**src/rtl/ysyx_25060173_lsu_pkg.sv**
```systemverilog
// Shared types and helpers for the ysyx_25060173 load/store unit.
// Encodes FSM states, access size codes, funct3 constants and the strobe generator.
package ysyx_25060173_lsu_pkg;

  typedef enum logic [1:0] {
    S_IDLE = 2'd0,
    S_REQ  = 2'd1,
    S_WAIT = 2'd2,
    S_RESP = 2'd3
  } lsu_state_e;

  localparam logic [1:0] SZ_B = 2'd0;
  localparam logic [1:0] SZ_H = 2'd1;
  localparam logic [1:0] SZ_W = 2'd2;
  localparam logic [1:0] SZ_D = 2'd3;

  localparam logic [2:0] F3_LB  = 3'b000;
  localparam logic [2:0] F3_LH  = 3'b001;
  localparam logic [2:0] F3_LW  = 3'b010;
  localparam logic [2:0] F3_LD  = 3'b011;
  localparam logic [2:0] F3_LBU = 3'b100;
  localparam logic [2:0] F3_LHU = 3'b101;
  localparam logic [2:0] F3_LWU = 3'b110;

  // Strobe pattern for an access of the given size starting at byte lane off.
  function automatic logic [15:0] wstrb_for(input logic [1:0] size, input logic [2:0] off);
    logic [15:0] base;
    case (size)
      SZ_B:    base = 16'h0001;
      SZ_H:    base = 16'h0003;
      SZ_W:    base = 16'h000F;
      default: base = 16'h00FF;
    endcase
    return base << off;
  endfunction

endpackage

```
**src/rtl/ysyx_25060173_lsu_align.sv**
```systemverilog
// Byte-lane alignment for the LSU: store data shift and strobes, load extract
// with sign/zero extension. Purely combinational.
module ysyx_25060173_lsu_align
  import ysyx_25060173_lsu_pkg::*;
#(
  parameter int XLEN = 32
) (
  input  logic [1:0]                    size_i,
  input  logic                          unsigned_i,
  input  logic [$clog2(XLEN/8)-1:0]     off_i,
  input  logic [XLEN-1:0]               wdata_i,
  input  logic [XLEN-1:0]               rdata_i,
  output logic [XLEN-1:0]               lane_wdata_o,
  output logic [XLEN/8-1:0]             lane_wstrb_o,
  output logic [XLEN-1:0]               load_data_o
);
  localparam int STRB_W = XLEN / 8;
  localparam int OFF_W  = $clog2(STRB_W);

  logic [OFF_W+2:0] shamt;
  logic [15:0]      strb_full;
  logic             unused_strb;
  logic [XLEN-1:0]  shifted;
  logic [XLEN-1:0]  word_ext;
  logic             sext;

  assign shamt        = {off_i, 3'b000};
  assign lane_wdata_o = wdata_i << shamt;
  assign strb_full    = wstrb_for(size_i, 3'(off_i));
  assign lane_wstrb_o = strb_full[STRB_W-1:0];
  assign unused_strb  = ^strb_full[15:STRB_W];

  assign shifted = rdata_i >> shamt;
  assign sext    = ~unsigned_i;

  // A word only needs extending when it is narrower than the datapath.
  generate
    if (XLEN > 32) begin : g_w_ext
      assign word_ext = {{(XLEN-32){sext & shifted[31]}}, shifted[31:0]};
    end else begin : g_w_full
      assign word_ext = shifted;
    end
  endgenerate

  always_comb begin
    load_data_o = shifted;
    case (size_i)
      SZ_B:    load_data_o = {{(XLEN-8){sext & shifted[7]}}, shifted[7:0]};
      SZ_H:    load_data_o = {{(XLEN-16){sext & shifted[15]}}, shifted[15:0]};
      SZ_W:    load_data_o = word_ext;
      default: load_data_o = shifted;
    endcase
  end

endmodule

```
**src/rtl/ysyx_25060173_lsu.sv**
```systemverilog
// Load/store unit: valid/ready core interface to a single-outstanding memory port.
// Optional watchdog enabled by defining LSU_TIMEOUT_EN.
module ysyx_25060173_lsu
  import ysyx_25060173_lsu_pkg::*;
#(
  parameter int XLEN    = 32,
  parameter int ADDR_W  = 32,
  parameter int TIMEOUT = 255
) (
  input  logic                clk,
  input  logic                reset,
  input  logic                req_valid,
  output logic                req_ready,
  input  logic                req_store,
  input  logic [2:0]          req_funct3,
  input  logic [ADDR_W-1:0]   req_addr,
  input  logic [XLEN-1:0]     req_wdata,
  output logic                resp_valid,
  input  logic                resp_ready,
  output logic [XLEN-1:0]     resp_rdata,
  output logic                resp_err,
  output logic                mem_valid,
  input  logic                mem_ready,
  output logic                mem_we,
  output logic [ADDR_W-1:0]   mem_addr,
  output logic [XLEN-1:0]     mem_wdata,
  output logic [XLEN/8-1:0]   mem_wstrb,
  input  logic                mem_rvalid,
  input  logic [XLEN-1:0]     mem_rdata,
  input  logic                mem_rerr
);
  localparam int OFF_W = $clog2(XLEN / 8);

  lsu_state_e          state_q, state_d;
  logic                store_q, store_d;
  logic [2:0]          f3_q, f3_d;
  logic [ADDR_W-1:0]   addr_q, addr_d;
  logic [XLEN-1:0]     wdata_q, wdata_d;
  logic [XLEN-1:0]     rdata_q, rdata_d;
  logic                err_q, err_d;
  logic                misaligned;
  logic                timeout_hit;
  logic [XLEN-1:0]     lane_wdata;
  logic [XLEN/8-1:0]   lane_wstrb;
  logic [XLEN-1:0]     load_data;

  ysyx_25060173_lsu_align #(.XLEN(XLEN)) u_align (
    .size_i       (f3_q[1:0]),
    .unsigned_i   (f3_q[2]),
    .off_i        (addr_q[OFF_W-1:0]),
    .wdata_i      (wdata_q),
    .rdata_i      (mem_rdata),
    .lane_wdata_o (lane_wdata),
    .lane_wstrb_o (lane_wstrb),
    .load_data_o  (load_data)
  );

  always_comb begin
    case (req_funct3[1:0])
      SZ_H:    misaligned = req_addr[0];
      SZ_W:    misaligned = |req_addr[1:0];
      SZ_D:    misaligned = (XLEN == 32) || (|req_addr[2:0]);
      default: misaligned = 1'b0;
    endcase
  end

`ifdef LSU_TIMEOUT_EN
  localparam int CNT_W = $clog2(TIMEOUT + 1);
  logic [CNT_W-1:0] cnt_q, cnt_d;

  // Counter is held at zero outside REQ/WAIT, so it starts fresh on REQ entry.
  assign timeout_hit = (cnt_q == CNT_W'(TIMEOUT - 1));
  assign cnt_d = (state_q == S_REQ || state_q == S_WAIT) ? cnt_q + 1'b1 : '0;

  always_ff @(posedge clk or negedge reset) begin
    if (!reset) cnt_q <= '0;
    else        cnt_q <= cnt_d;
  end
`else
  logic unused_timeout;
  assign timeout_hit    = 1'b0;
  assign unused_timeout = (TIMEOUT != 0);
`endif

  always_comb begin
    state_d = state_q;
    store_d = store_q;
    f3_d    = f3_q;
    addr_d  = addr_q;
    wdata_d = wdata_q;
    rdata_d = rdata_q;
    err_d   = err_q;
    case (state_q)
      S_IDLE: if (req_valid) begin
        store_d = req_store;
        f3_d    = req_funct3;
        addr_d  = req_addr;
        wdata_d = req_wdata;
        rdata_d = '0;
        err_d   = misaligned;
        state_d = misaligned ? S_RESP : S_REQ;
      end
      S_REQ: begin
        if (timeout_hit) begin
          err_d   = 1'b1;
          state_d = S_RESP;
        end else if (mem_ready) begin
          state_d = S_WAIT;
        end
      end
      // A real response wins over a watchdog expiring in the same cycle.
      S_WAIT: begin
        if (mem_rvalid) begin
          err_d   = mem_rerr;
          rdata_d = (store_q || mem_rerr) ? '0 : load_data;
          state_d = S_RESP;
        end else if (timeout_hit) begin
          err_d   = 1'b1;
          state_d = S_RESP;
        end
      end
      S_RESP: if (resp_ready) state_d = S_IDLE;
      default: state_d = S_IDLE;
    endcase
  end

  always_ff @(posedge clk or negedge reset) begin
    if (!reset) begin
      state_q <= S_IDLE;
      store_q <= 1'b0;
      f3_q    <= '0;
      addr_q  <= '0;
      wdata_q <= '0;
      rdata_q <= '0;
      err_q   <= 1'b0;
    end else begin
      state_q <= state_d;
      store_q <= store_d;
      f3_q    <= f3_d;
      addr_q  <= addr_d;
      wdata_q <= wdata_d;
      rdata_q <= rdata_d;
      err_q   <= err_d;
    end
  end

  assign req_ready  = (state_q == S_IDLE);
  assign mem_valid  = (state_q == S_REQ);
  assign mem_we     = mem_valid & store_q;
  assign mem_addr   = mem_valid ? {addr_q[ADDR_W-1:OFF_W], {OFF_W{1'b0}}} : '0;
  assign mem_wdata  = mem_we ? lane_wdata : '0;
  assign mem_wstrb  = mem_we ? lane_wstrb : '0;
  assign resp_valid = (state_q == S_RESP);
  assign resp_rdata = resp_valid ? rdata_q : '0;
  assign resp_err   = resp_valid & err_q;

endmodule

```
**config.mk**
```make
export PLATFORM = sky130hd
export DESIGN_NAME = ysyx_25060173_lsu
export DESIGN_NICKNAME = d
export VERILOG_FILES = /design/src/rtl/ysyx_25060173_lsu_pkg.sv /design/src/rtl/ysyx_25060173_lsu_align.sv /design/src/rtl/ysyx_25060173_lsu.sv
export SDC_FILE = /design/constraint.sdc
export NUM_CORES = 1
export LEC_CHECK = 0
export BUFFER_PORTS_ARGS = -buffer_cell sky130_fd_sc_hd__buf_2
export CAP_MARGIN = 0
export CORE_MARGIN = 1
export CORE_UTILIZATION = 40
export DETAILED_ROUTE_END_ITERATION = 10
export HOLD_SLACK_MARGIN = 0.06
export PLACE_DENSITY = 0.67
export SLEW_MARGIN = 20
export SYNTH_ARGS = -nofsm -noshare
export SYNTH_HDL_FRONTEND = slang
export SYNTH_SLANG_ARGS = --single-unit
```
**constraint.sdc**
```tcl
create_clock -name clk -period 4.8 [get_ports clk]
set_input_delay 0.24 -clock clk [delete_from_list [all_inputs] [get_ports clk]]
set_output_delay 0.24 -clock clk [all_outputs]
set_load 0.05 [all_outputs]
```
==> metrics.md, run 1 <==
| Metric | Value |
|---|---|
| Area of the multi-input gates | 0.00281 sq mm |
| Main synth FF type | dfrtp_1 |
| Switch share | 0.457 |
| Maxcap violations | 0 |
| First-pass GRT wire length | around 24,000 um |
| R2r setup slk | 2.00 ns |
| EDFF count, synth | 0 |
| GRT Total Usage | 0.215 |
| Routed len/inst | 17.1 um |
| Post-Synth Simple-Gate Area | 0.143 |
| Iteration-0 DRC count of the detailed router | 297 |
| Relative slew slack | 0.336 |
| Die Ht | 120 um |
| DR WL met3 | ~1200 um |
| Max Fclk | 311 MHz |
| #FFs+latches synth | 103 |
| Clock power frac | 0.155 |
| Clock root buffer | clkbuf_16 |
| GR Overflow Total | 0 |
| Placed Instances | 852 |
| Met2 Routed Length | 7160 um |
| Via Count | ~4,600 |
| Critical Path Fanout Max | 20 |
| GP Congestion | approximately 0.81 |
| Net Switching | 2.18 mW |
| Final period utilization | 0.669 |
| Maximum number of pins on one net before global-route repair | 66 |
| Post-synthesis instance area | ~0.0056 sq mm |
| Multiplexer share of the synthesized area | 0.222 |
| CP arrival | slightly below 3 ns |
| Vias in the first global route | 4,671 |
| Cell Chain, Critical Path | inv_1, ha_1, nand2_1, or2_2, nor2_1, and2_1, buf_2 |
| Worst R2R Start | addr_q[1]$_DFFE_PN0P_ |
| IO buf count | 209 |
| Placed cell area | 0.00673 sq mm |
| Hold Path Depth | 2 |
| P_int | 2.59 mW |
| Worst reg2reg path depth | 5 |
| Syn Inst Count | 501 |
| Synth warn | 0 |
| Element type at the critical path start | flop |
| Pre-antenna DRT Iters | 4 |
| Initial Utilization | 0.415 |
| Worst skew pair latency | 0.35 ns |
| Reg-to-reg endpoint | rdata_q[26]$_DFFE_PN0P_ |
| RSZ-0062 raised after global routing | false |
| Register area | 0.00258 sq mm |
| H-tree levels | 3 |
| Highest metal layer with signal wires | met5 |
| NumNets Final | 800 |
| Slew Limit Fails | 0 |
| Routed Antenna Nets | 0 |
| Leakage | 3.55 nW |
| Leading cell type by number of instances after synthesis | dfrtp_1 |
| Register area share after synthesis | 0.461 |
| CTS Buffer Depth | 2 |
| Final Skew | 0.00354 ns |
| Finished Layout Cells | 869 |
| Final core utilization | 0.523 |
| Final setup violation count | 0 |
| Syn Area/Cell | ~11 sq um |
| Num CTS Buffers | 9 |
| Vias/cell | 5.28 |
| CTS tree | yes |
| Worst Setup Path Type | flop to output port |
| Area Overhead vs Synth | 26.0% |
| Share of cells above drive strength 1 | 0.478 |
| Synth top area share | 0.461 |
| Worst setup EP type | output port |
| CP required | between 4 and 5 ns |
| DRT met1 WL | 6160 um |
| FILL cells | 1,257 |
| Die area | ~0.014 sq mm |
| Flop pwr share | 0.334 |
| P per Cell Area | slightly below 700 mW/mm^2 |
| Drt total wl | 14,900 um |
| Peak supply drop | 419 uV |
| Min Hold Slack | 0.117 ns |
| Detail Placement HPWL | between 10,000 and 15,000 um |
| Clock Sinks | a little over 100 |
| Synth top area cells | dfrtp_1 46%, mux2_2 16%, and2_1 7.9% |
| Async set-or-reset flop fraction in the synthesized netlist | 1.00 |
| Cell taking the most area after synthesis | dfrtp_1 |
| Worst-margin pin slew | 0.995 ns |
| Worst hold path endpoint | addr_q[4]$_DFFE_PN0P_ |
| Run status | completed |
| Core Area | about 0.013 sq mm |
| Adder-cell area share of the yosys netlist | 0.0112 |
| Final period demand of the worst path | 3.21 ns |
| Post-synthesis cell type count | 38 |
| Total design power | ~4.8 mW |
| Largest family of logic cells by synthesized area | multiplexers |
| Final worst slack | 1.59 ns |
| Synth cell count leaders | 103 x dfrtp_1, 78 x mux2_2, 71 x and2_1 |
| FP Rows | 42 |
| Final hold violation count | 0 |
| Complex-gate fraction of the synthesized area | 0.122 |
| Final instance area | between 0.007 and 0.008 sq mm |
| Setup TNS | 0 ns |
| Clock Pin Slew Worst Setup and Hold Paths | about 0.070 ns |
| Worst path max stage delay | 0.55 ns |
| Die W | 120 um |
| Setup bufs post-CTS | 0 |
| Combinational Power Share | 0.511 |
| Worst hold path type | primary input to flop |
| Residual DRC | 0 |
| Initial antenna violation count | 1 |
| I/O pin count | 212 |
| Antenna Cells | 0 |
| Synth Area in XOR/XNOR | 0.00157 |
| CP max-delay cell | or2_2 |
| Hold Startpoint | req_addr[4] |
| Worst slack, placed | 1.91 ns |
[kinds of logic after synthesis]
logic type               after synthesis
AO/OA/AOI/OAI                         90
XOR/XNOR                               1
adder cells (fa/ha/maj)                5
buffers and inverters                 49
flip-flops                           103
multiplexers                         113
other                                  1
AND/OR/NAND/NOR                      139
[worst max path at each step]
stage                         endpoint  slack, ns                    from
final                     mem_wdata[3]       1.59  state_q[1]$_DFFE_PN0P_
after global routing      mem_wdata[3]       1.34  state_q[1]$_DFFE_PN0P_
after CTS                 mem_wdata[3]       1.51  state_q[1]$_DFFE_PN0P_
after detailed placement  mem_wdata[3]       1.91  state_q[1]$_DFFE_PN0P_
after global placement    mem_wdata[3]       2.06  state_q[1]$_DFFE_PN0P_
after floorplan           mem_wdata[0]       1.58  state_q[1]$_DFFE_PN0P_
[layout make-up]
| cell class | instances | share of cell area |
|---|---|---|
| clock inverters | 5 | 0.00800 |
| repair buffers | 216 | 0.157 |
| flip-flops and latches | 103 | 0.366 |
| well taps | 176 | 0.0313 |
| clock buffers | 11 | 0.0345 |
| multi-input cells | 350 | 0.399 |
| inverters | 8 | 0.00427 |
[flip-flops by register name (all words and copies together), names as in the netlist]
signal / flops
state_q: 2
err_q: 1
f3_q: 3
wdata_q: 32
addr_q: 32
rdata_q: 32
store_q: 1
[power groups by stage]
stage	clock, mW	sequential, mW	combinational, mW
after detailed placement	0	1.60	2.45
after CTS	0.761	1.58	2.45
after global routing	0.796	1.65	2.63
final	0.741	1.59	2.44
after global placement	0	1.57	2.39
after floorplan	0	1.41	2.06
[layer usage]
layer,track usage,vias to the layer above
li1,-,2149
met1,0.265,2234
met2,0.353,181
met3,0.0585,26
met4,0.0891,2
met5,0,-
[repair_timing]
item,CTS,global route
endpoints found under the setup margin,0,0
hold endpoints to repair,64,0
resized for setup,0,0
hold buffers,1,0
[layout by cell type (no fill, tap or decap), drive strengths merged, types with 2 or more instances in the layout]
cell type  count
or2            2
buf          215
a221o         16
clkbuf        11
a21oi         26
a211oi        18
nor3           2
ha             5
inv            9
o2bb2ai       15
nor2b         10
o21ai         10
conb           2
and2          71
mux2          78
dfrtp        103
clkinv         2
mux2i         34
nand2          4
nand3b         8
nor2          38
[critical path, delay by kind of cell (launching register included)]
kind | cells | cell delay [ns]
fa+ha+maj | 1 | 0.19
buf+inv | 2 | 0.39
flops | 1 | 0.40
simple gates | 4 | 1.64
Power figures use the tool's default switching activity.
==> run 2: changes to the inputs <==
==> constraint.sdc (replaced) <==
create_clock -name clk -period 3.2 [get_ports clk]
set_input_delay 0.16 -clock clk [delete_from_list [all_inputs] [get_ports clk]]
set_output_delay 0.16 -clock clk [all_outputs]
set_load 0.05 [all_outputs]
==> run 2 against run 1 <==
Net effect:
- sequential share of layout area shrank 3.0 points
- register-to-register slack worse by 1.2 ns
- routed wire length up 9.4%
- critical endpoint is now mem_wdata[7]
- highest routed layer unchanged
==> metrics.md, run 2 (synthesis gave the netlist of run 1 again) <==
| Metric | Value |
|---|---|
| Run status | completed (unchanged) |
| GR Overflow Total | 0 (unchanged) |
| Max Fclk | roughly 350 MHz |
| GRT Total Usage | 0.232 (was 0.215) |
| Min Hold Slack | 0.0726 ns (was 0.117 ns) |
| Final Skew | 0.00440 ns (was 0.00354 ns) |
| # hold bufs at CTS | 64 (was 1) |
| FP Rows | 42 (unchanged) |
| Register area | 0.00258 sq mm (unchanged) |
| Vias in the first global route | 5,077 (was 4,671) |
| Vias/cell | 5.24 (was 5.28) |
| CTS Buffer Depth | 2 (unchanged) |
| Final setup violation count | 0 (unchanged) |
| Leakage | 3.82 nW (was 3.55 nW) |
| IO buf count | 209 (unchanged) |
| First-pass GRT wire length | 25,800 um (was 24,200 um) |
| NumNets Final | 866 (was 800) |
| Final hold violation count | 0 (unchanged) |
| Area Overhead vs Synth | 37.4% (was 26.0%) |
| Placed Instances | 855 (was 852) |
| Pre-antenna DRT Iters | 4 (unchanged) |
| CP arrival | 2.74 ns (was 2.97 ns) |
| Detail Placement HPWL | 11,100 um (was 10,900 um) |
| Worst setup EP type | output port (unchanged) |
| Maximum number of pins on one net before global-route repair | 58 (was 66) |
| Clock Pin Slew Worst Setup and Hold Paths | 0.07 ns (about the same) |
| Worst-margin pin slew | 0.959 ns (was 0.995 ns) |
| Element type at the critical path start | flop (unchanged) |
| Relative slew slack | 0.361 (was 0.336) |
| RSZ-0062 raised after global routing | false (unchanged) |
| Die W | 120 um (unchanged) |
| Worst hold path type | primary input to flop (unchanged) |
| Clock Sinks | 103 (unchanged) |
| Largest registers | addr_q x32, rdata_q x32, wdata_q x32 (unchanged) |
| Finished Layout Cells | 935 (was 869) |
| Worst Setup Path Type | flop to output port (unchanged) |
| Placed cell area | 0.00677 sq mm (was 0.00673 sq mm) |
| Routed Antenna Nets | 0 (unchanged) |
| CP required | 3.04 ns (was 4.56 ns) |
| Final period demand of the worst path | just under 3 ns |
| Clock root buffer | clkbuf_16 (unchanged) |
| P per Cell Area | 932 mW/mm^2 (was 677 mW/mm^2) |
| Worst skew pair latency | 0.35 ns (about the same) |
| Most frequent cells in the layout | 208 x buf_2, 101 x dfrtp_1, 78 x mux2_2, 71 x and2_1, 64 x dlygate4sd3_1 (was 208 x buf_2, 101 x dfrtp_1, 78 x mux2_2, 71 x and2_1, 38 x nor2_1) |
| Num CTS Buffers | 9 (unchanged) |
| Die Ht | 120 um (unchanged) |
| Slew Limit Fails | 0 (unchanged) |
| Residual DRC | 0 (unchanged) |
| Final instance area | 0.00768 sq mm (was 0.00704 sq mm) |
| Die area | 0.0144 sq mm (unchanged) |
| FILL cells | 1,173 (was 1,257) |
| Area of the multi-input gates | 0.00281 sq mm (unchanged) |
| H-tree levels | 3 (unchanged) |
| Setup TNS | 0 ns (unchanged) |
| Commonest non-fill, non-tap cell in the layout | buf_2 (unchanged) |
| Post-CTS sizing | 0 (unchanged) |
| Initial antenna violation count | 2 (was 1) |
| Core Area | 0.0135 sq mm (unchanged) |
| Initial Utilization | 0.415 (unchanged) |
| CTS tree | yes (unchanged) |
| Peak supply drop | 551 uV (was 419 uV) |
| I/O pin count | 212 (unchanged) |
| Via Count | 4,896 (was 4,592) |
| GP Congestion | 0.869 (was 0.814) |
| Critical Path Fanout Max | 20 (unchanged) |
| Final period utilization | 0.905 |
| Maxcap violations | 0 (unchanged) |
| Setup bufs post-CTS | 0 (unchanged) |
| Share of cells above drive strength 1 | 0.437 (was 0.478) |
| Iteration-0 DRC count of the detailed router | 240 (was 297) |
| Routed len/inst | 17.4 um (was 17.1 um) |
| Drt total wl | 16,300 um (was 14,900 um) |
## run 2: changes by cell type in the layout (fill, tap and decap cells not counted), sizes merged
cell         delta
clkbuf          +3
inv             -1
bufinv          -1
clkinvlp        -1
diode           +1
clkinv          -1
dlygate4sd3    +63
buf             +3
## run 2: metal layers
| layer | vias to the layer above | global-route usage | part of all wire |
|---|---|---|---|
| met5 | - | 0 | 0.0014 |
| met4 | 4 | 0.105 | 0.027 |
| met3 | 36 | 0.0495 | 0.066 |
| met2 | 212 | 0.400 | 0.50 |
| met1 | 2364 | 0.276 | 0.41 |
| li1 | 2280 | - | - |
## run 2: cell type report
cell class	count	area share
clock buffer	14	0.0344
timing repair buffer	282	0.230
sequential	103	0.336
antenna	1	0.000326
inverter	8	0.00391
multi-input combinational	350	0.366
tap	176	0.0287
clock inverter	1	0.000652
## run 2: stage by stage
step,setup WS (ns),utilization,power [mW]
2_1_floorplan,0.0571,-,5.20
3_3_place_gp,0.715,0.503,5.97
3_5_place_dp,0.667,0.503,6.08
4_1_cts,0.278,0.571,7.19
5_1_grt,0.103,0.571,7.59
6_report,0.303,0.571,7.15
## run 2: final timing paths
path | from | endpoint | slack [ns] | depth (start not counted)
max in group asynchronous | reset | rdata_q[25]$_DFFE_PN0P_ | 1.94 | 3
min | req_wdata[19] | wdata_q[19]$_DFFE_PN0P_ | 0.07 | 2
min reg2reg | rdata_q[15]$_DFFE_PN0P_ | rdata_q[15]$_DFFE_PN0P_ | 0.48 | 1
min in group asynchronous | reset | rdata_q[2]$_DFFE_PN0P_ | 0.42 | 2
max reg2reg | state_q[0]$_DFFE_PN0P_ | rdata_q[21]$_DFFE_PN0P_ | 0.80 | 6
max | state_q[1]$_DFFE_PN0P_ | mem_wdata[7] | 0.30 | 8
## run 2: power by group
part	internal, mW	switching [mW]
clock network	0.566	0.460
logic	1.46	2.30
registers	1.86	0.510
total	3.88	3.27
## run 2: critical path, stage by stage (launching register included)
cell     delay (ns)
dfrtp_1        0.40
inv_1          0.12
ha_1           0.18
nand2_1        0.06
buf_4          0.20
or2_2          0.40
nor2_1         0.54
and2_1         0.22
buf_2          0.26
==> run 3: changes to the inputs <==
--- a/config.mk
+++ b/config.mk
@@ -11,8 +11,9 @@
 export CORE_UTILIZATION = 40
 export DETAILED_ROUTE_END_ITERATION = 10
 export HOLD_SLACK_MARGIN = 0.06
-export PLACE_DENSITY = 0.67
+export PLACE_DENSITY = 0.66
 export SLEW_MARGIN = 20
 export SYNTH_ARGS = -nofsm -noshare
 export SYNTH_HDL_FRONTEND = slang
+export SYNTH_HIERARCHICAL = 1
 export SYNTH_SLANG_ARGS = --single-unit
==> run 3 against run 2 <==
Net effect:
- clock power rose by 16%
- critical endpoint unchanged
- critical path type unchanged
- routed wire length is 5.0% higher
- flip-flop and latch count did not move
- combinational power is 18% higher
- largest cell class unchanged
==> metrics.md, run 3 <==
| Metric | Value |
|---|---|
| First-pass GRT wire length | 27,400 um (was 25,800 um) |
| Worst setup EP type | output port (unchanged) |
| Initial Utilization | 0.409 (was 0.415) |
| Relative slew slack | 0.373 (was 0.361) |
| GRT Total Usage | 0.218 (was 0.232) |
| Core Area | 0.0151 sq mm (was 0.0135 sq mm) |
| RSZ-0062 raised after global routing | false (unchanged) |
| Die W | 126 um (was 120 um) |
| Pre-antenna DRT Iters | 4 (unchanged) |
| Placed cell area | 0.00732 sq mm (was 0.00677 sq mm) |
| FP Rows | 45 (was 42) |
| Via Count | 5,325 (was 4,896) |
| Vias/cell | 5.02 (was 5.24) |
| Worst Setup Path Type | flop to output port (unchanged) |
| FILL cells | 1,354 (was 1,173) |
| Vias in the first global route | 5,270 (was 5,077) |
| Worst reg2reg path depth | 6 (unchanged) |
| Syn Area/Cell | 10.0 sq um (was 11.2 sq um) |
| Worst skew pair latency | 0.35 ns (about the same) |
| Worst slack, placed | 0.983 ns (was 0.667 ns) |
| Initial antenna violation count | 0 (was 2) |
| Clock root buffer | clkbuf_16 (unchanged) |
| Maxcap violations | 0 (unchanged) |
| # hold bufs at CTS | 65 (was 64) |
| IO buf count | 209 (unchanged) |
| Peak supply drop | 514 uV (was 551 uV) |
| Area Overhead vs Synth | 33.9% (was 37.4%) |
| Num CTS Buffers | 9 (unchanged) |
| Largest registers | addr_q x32, rdata_q x32, wdata_q x32 (unchanged) |
| Final setup violation count | 0 (unchanged) |
| R2r setup slk | 0.96 ns (was 0.80 ns) |
| Syn Inst Count | 620 (was 501) |
| Register area share after synthesis | 0.416 (was 0.461) |
| Post-synthesis instance area | 0.00620 sq mm (was 0.00559 sq mm) |
| Register area | 0.00258 sq mm (about the same) |
| Setup TNS | 0 ns (unchanged) |
| Most frequent cells in the layout | 208 x buf_2, 100 x dfrtp_1, 72 x and2_1, 69 x mux2i_1, 65 x dlygate4sd3_1 (was 208 x buf_2, 101 x dfrtp_1, 78 x mux2_2, 71 x and2_1, 64 x dlygate4sd3_1) |
| Hold Path Depth | 2 (unchanged) |
| Iteration-0 DRC count of the detailed router | 308 (was 240) |
| CP arrival | 2.36 ns (was 2.74 ns) |
| Final core utilization | 0.548 (was 0.571) |
| Synth top area share | 0.416 (was 0.461) |
| Final worst slack | 0.681 ns (was 0.303 ns) |
| Die Ht | 126 um (was 120 um) |
| Post-synthesis cell type count | 37 (was 38) |
| CTS Buffer Depth | 2 (unchanged) |
| Leading cell type by number of instances after synthesis | dfrtp_1 (unchanged) |
| Routed len/inst | 16.1 um (was 17.4 um) |
| Main synth FF type | dfrtp_1 (unchanged) |
| H-tree levels | 3 (unchanged) |
| P per Cell Area | 970 mW/mm^2 (was 932 mW/mm^2) |
| Run status | completed (unchanged) |
| Detail Placement HPWL | 11,400 um (was 11,100 um) |
| Critical Path Fanout Max | 34 (was 20) |
| Routed Antenna Nets | 0 (unchanged) |
| Clock Pin Slew Worst Setup and Hold Paths | 0.08 ns (was 0.07 ns) |
| Maximum number of pins on one net before global-route repair | 69 (was 58) |
| EDFF count, synth | 0 (unchanged) |
| Residual DRC | 0 (unchanged) |
| Post-CTS sizing | 0 (unchanged) |
| Commonest non-fill, non-tap cell in the layout | buf_2 (unchanged) |
| Final hold violation count | 0 (unchanged) |
| Die area | 0.0160 sq mm (was 0.0144 sq mm) |
| Worst hold path type | primary input to flop (unchanged) |
| Worst-margin pin slew | 0.941 ns (was 0.959 ns) |
| I/O pin count | 212 (unchanged) |
| NumNets Final | 980 (was 866) |
| CP required | 3.04 ns (about the same) |
| Leakage | 4.23 nW (was 3.82 nW) |
| Share of cells above drive strength 1 | 0.341 (was 0.437) |
| Synth cell count leaders | 103 x dfrtp_1, 72 x and2_1, 69 x mux2i_1 (was 103 x dfrtp_1, 78 x mux2_2, 71 x and2_1) |
| Clock Sinks | 103 (unchanged) |
| Final period utilization | 0.787 (was 0.905) |
| Max Fclk | 397 MHz (was 345 MHz) |
| Drt total wl | 17,100 um (was 16,300 um) |
| Slew Limit Fails | 0 (unchanged) |
| Antenna Cells | 0 (was 1) |
| Element type at the critical path start | flop (unchanged) |
| GR Overflow Total | 0 (unchanged) |
| Cell taking the most area after synthesis | dfrtp_1 (unchanged) |
| Final instance area | 0.00830 sq mm (was 0.00768 sq mm) |
| Final Skew | 0.00930 ns (was 0.00440 ns) |
| GP Congestion | 0.860 (was 0.869) |
| Setup bufs post-CTS | 0 (unchanged) |
| CTS tree | yes (unchanged) |
| Area of the multi-input gates | 0.00324 sq mm (was 0.00281 sq mm) |
| #FFs+latches synth | 103 (unchanged) |
| Final period demand of the worst path | 2.52 ns (was 2.90 ns) |
| Synth top area cells | dfrtp_1 42%, mux2i_1 11%, and2_1 7.3% (was dfrtp_1 46%, mux2_2 16%, and2_1 7.9%) |
| Synth warn | 6 (was 0) |
| Async set-or-reset flop fraction in the synthesized netlist | 1.00 (unchanged) |
## run 3: changes by cell type in the layout (fill, tap and decap cells not counted), sizes merged, moves of 8 or more
cell / change
nand2: +54
and3: +36
a21oi: -9
o2bb2ai: -15
a221o: -16
mux2i: +35
inv: +33
mux2: -8
nor2b: +9
nor2: -8
## run 3: worst max-delay path: stages, from the launching register on
cell and delay (ns):
dfrtp_2 0.64, nor2_1 0.68, and2_1 0.22, and3_1 0.18, buf_2 0.27
## run 3: stage by stage
step	cells	hold slack (ns)	power [mW]
3_3_place_gp	980	0.307	6.77
2_1_floorplan	621	-0.136	5.88
5_1_grt	1061	0.0675	8.57
4_1_cts	1061	0.0613	8.09
6_report	1061	0.0677	8.05
3_5_place_dp	980	0.312	6.80
## run 3: kinds of logic (layout without fill, tap and decap cells)
kind of cell    count (synthesis)  count (layout)  synth area share
simple gates                  224             224             0.199
mux                           139             139             0.239
flops                         103             103             0.416
buf+inv                        85             337            0.0658
compound gates                 63              63            0.0696
fa+ha+maj                       5               5            0.0101
other cells                     1               2          0.000605
## run 3: layout make-up
class,instances,area share
Inverter,37,0.0167
Clock buffer,9,0.0271
Tap cell,188,0.0283
Multi-Input combinational cell,433,0.390
Sequential cell,103,0.311
Timing Repair Buffer,284,0.215
Clock inverter,7,0.0115
## run 3: path summary, 6_finish.rpt
path                                              start                       to
worst max-delay path              addr_q[1]$_DFFE_PN0P_             mem_wdata[7]
worst min-delay path                       req_wdata[5]   wdata_q[5]$_DFFE_PN0P_
worst max register to register    addr_q[0]$_DFFE_PN0P_  rdata_q[21]$_DFFE_PN0P_
worst min register to register  wdata_q[25]$_DFFE_PN0P_  wdata_q[25]$_DFFE_PN0P_
max in group asynchronous                         reset      store_q$_DFFE_PN0P_
min in group asynchronous                         reset  rdata_q[11]$_DFFE_PN0P_
## run 3: where the power goes
part,internal [mW],switching [mW]
combinational,1.69,2.77
sequential,1.87,0.528
clock,0.633,0.561
total,4.19,3.86
## run 3: routing by layer
layer,global-route usage,part of all wire
met1,0.278,0.44
met2,0.368,0.48
met3,0.0553,0.066
met4,0.0567,0.012
met5,0,0
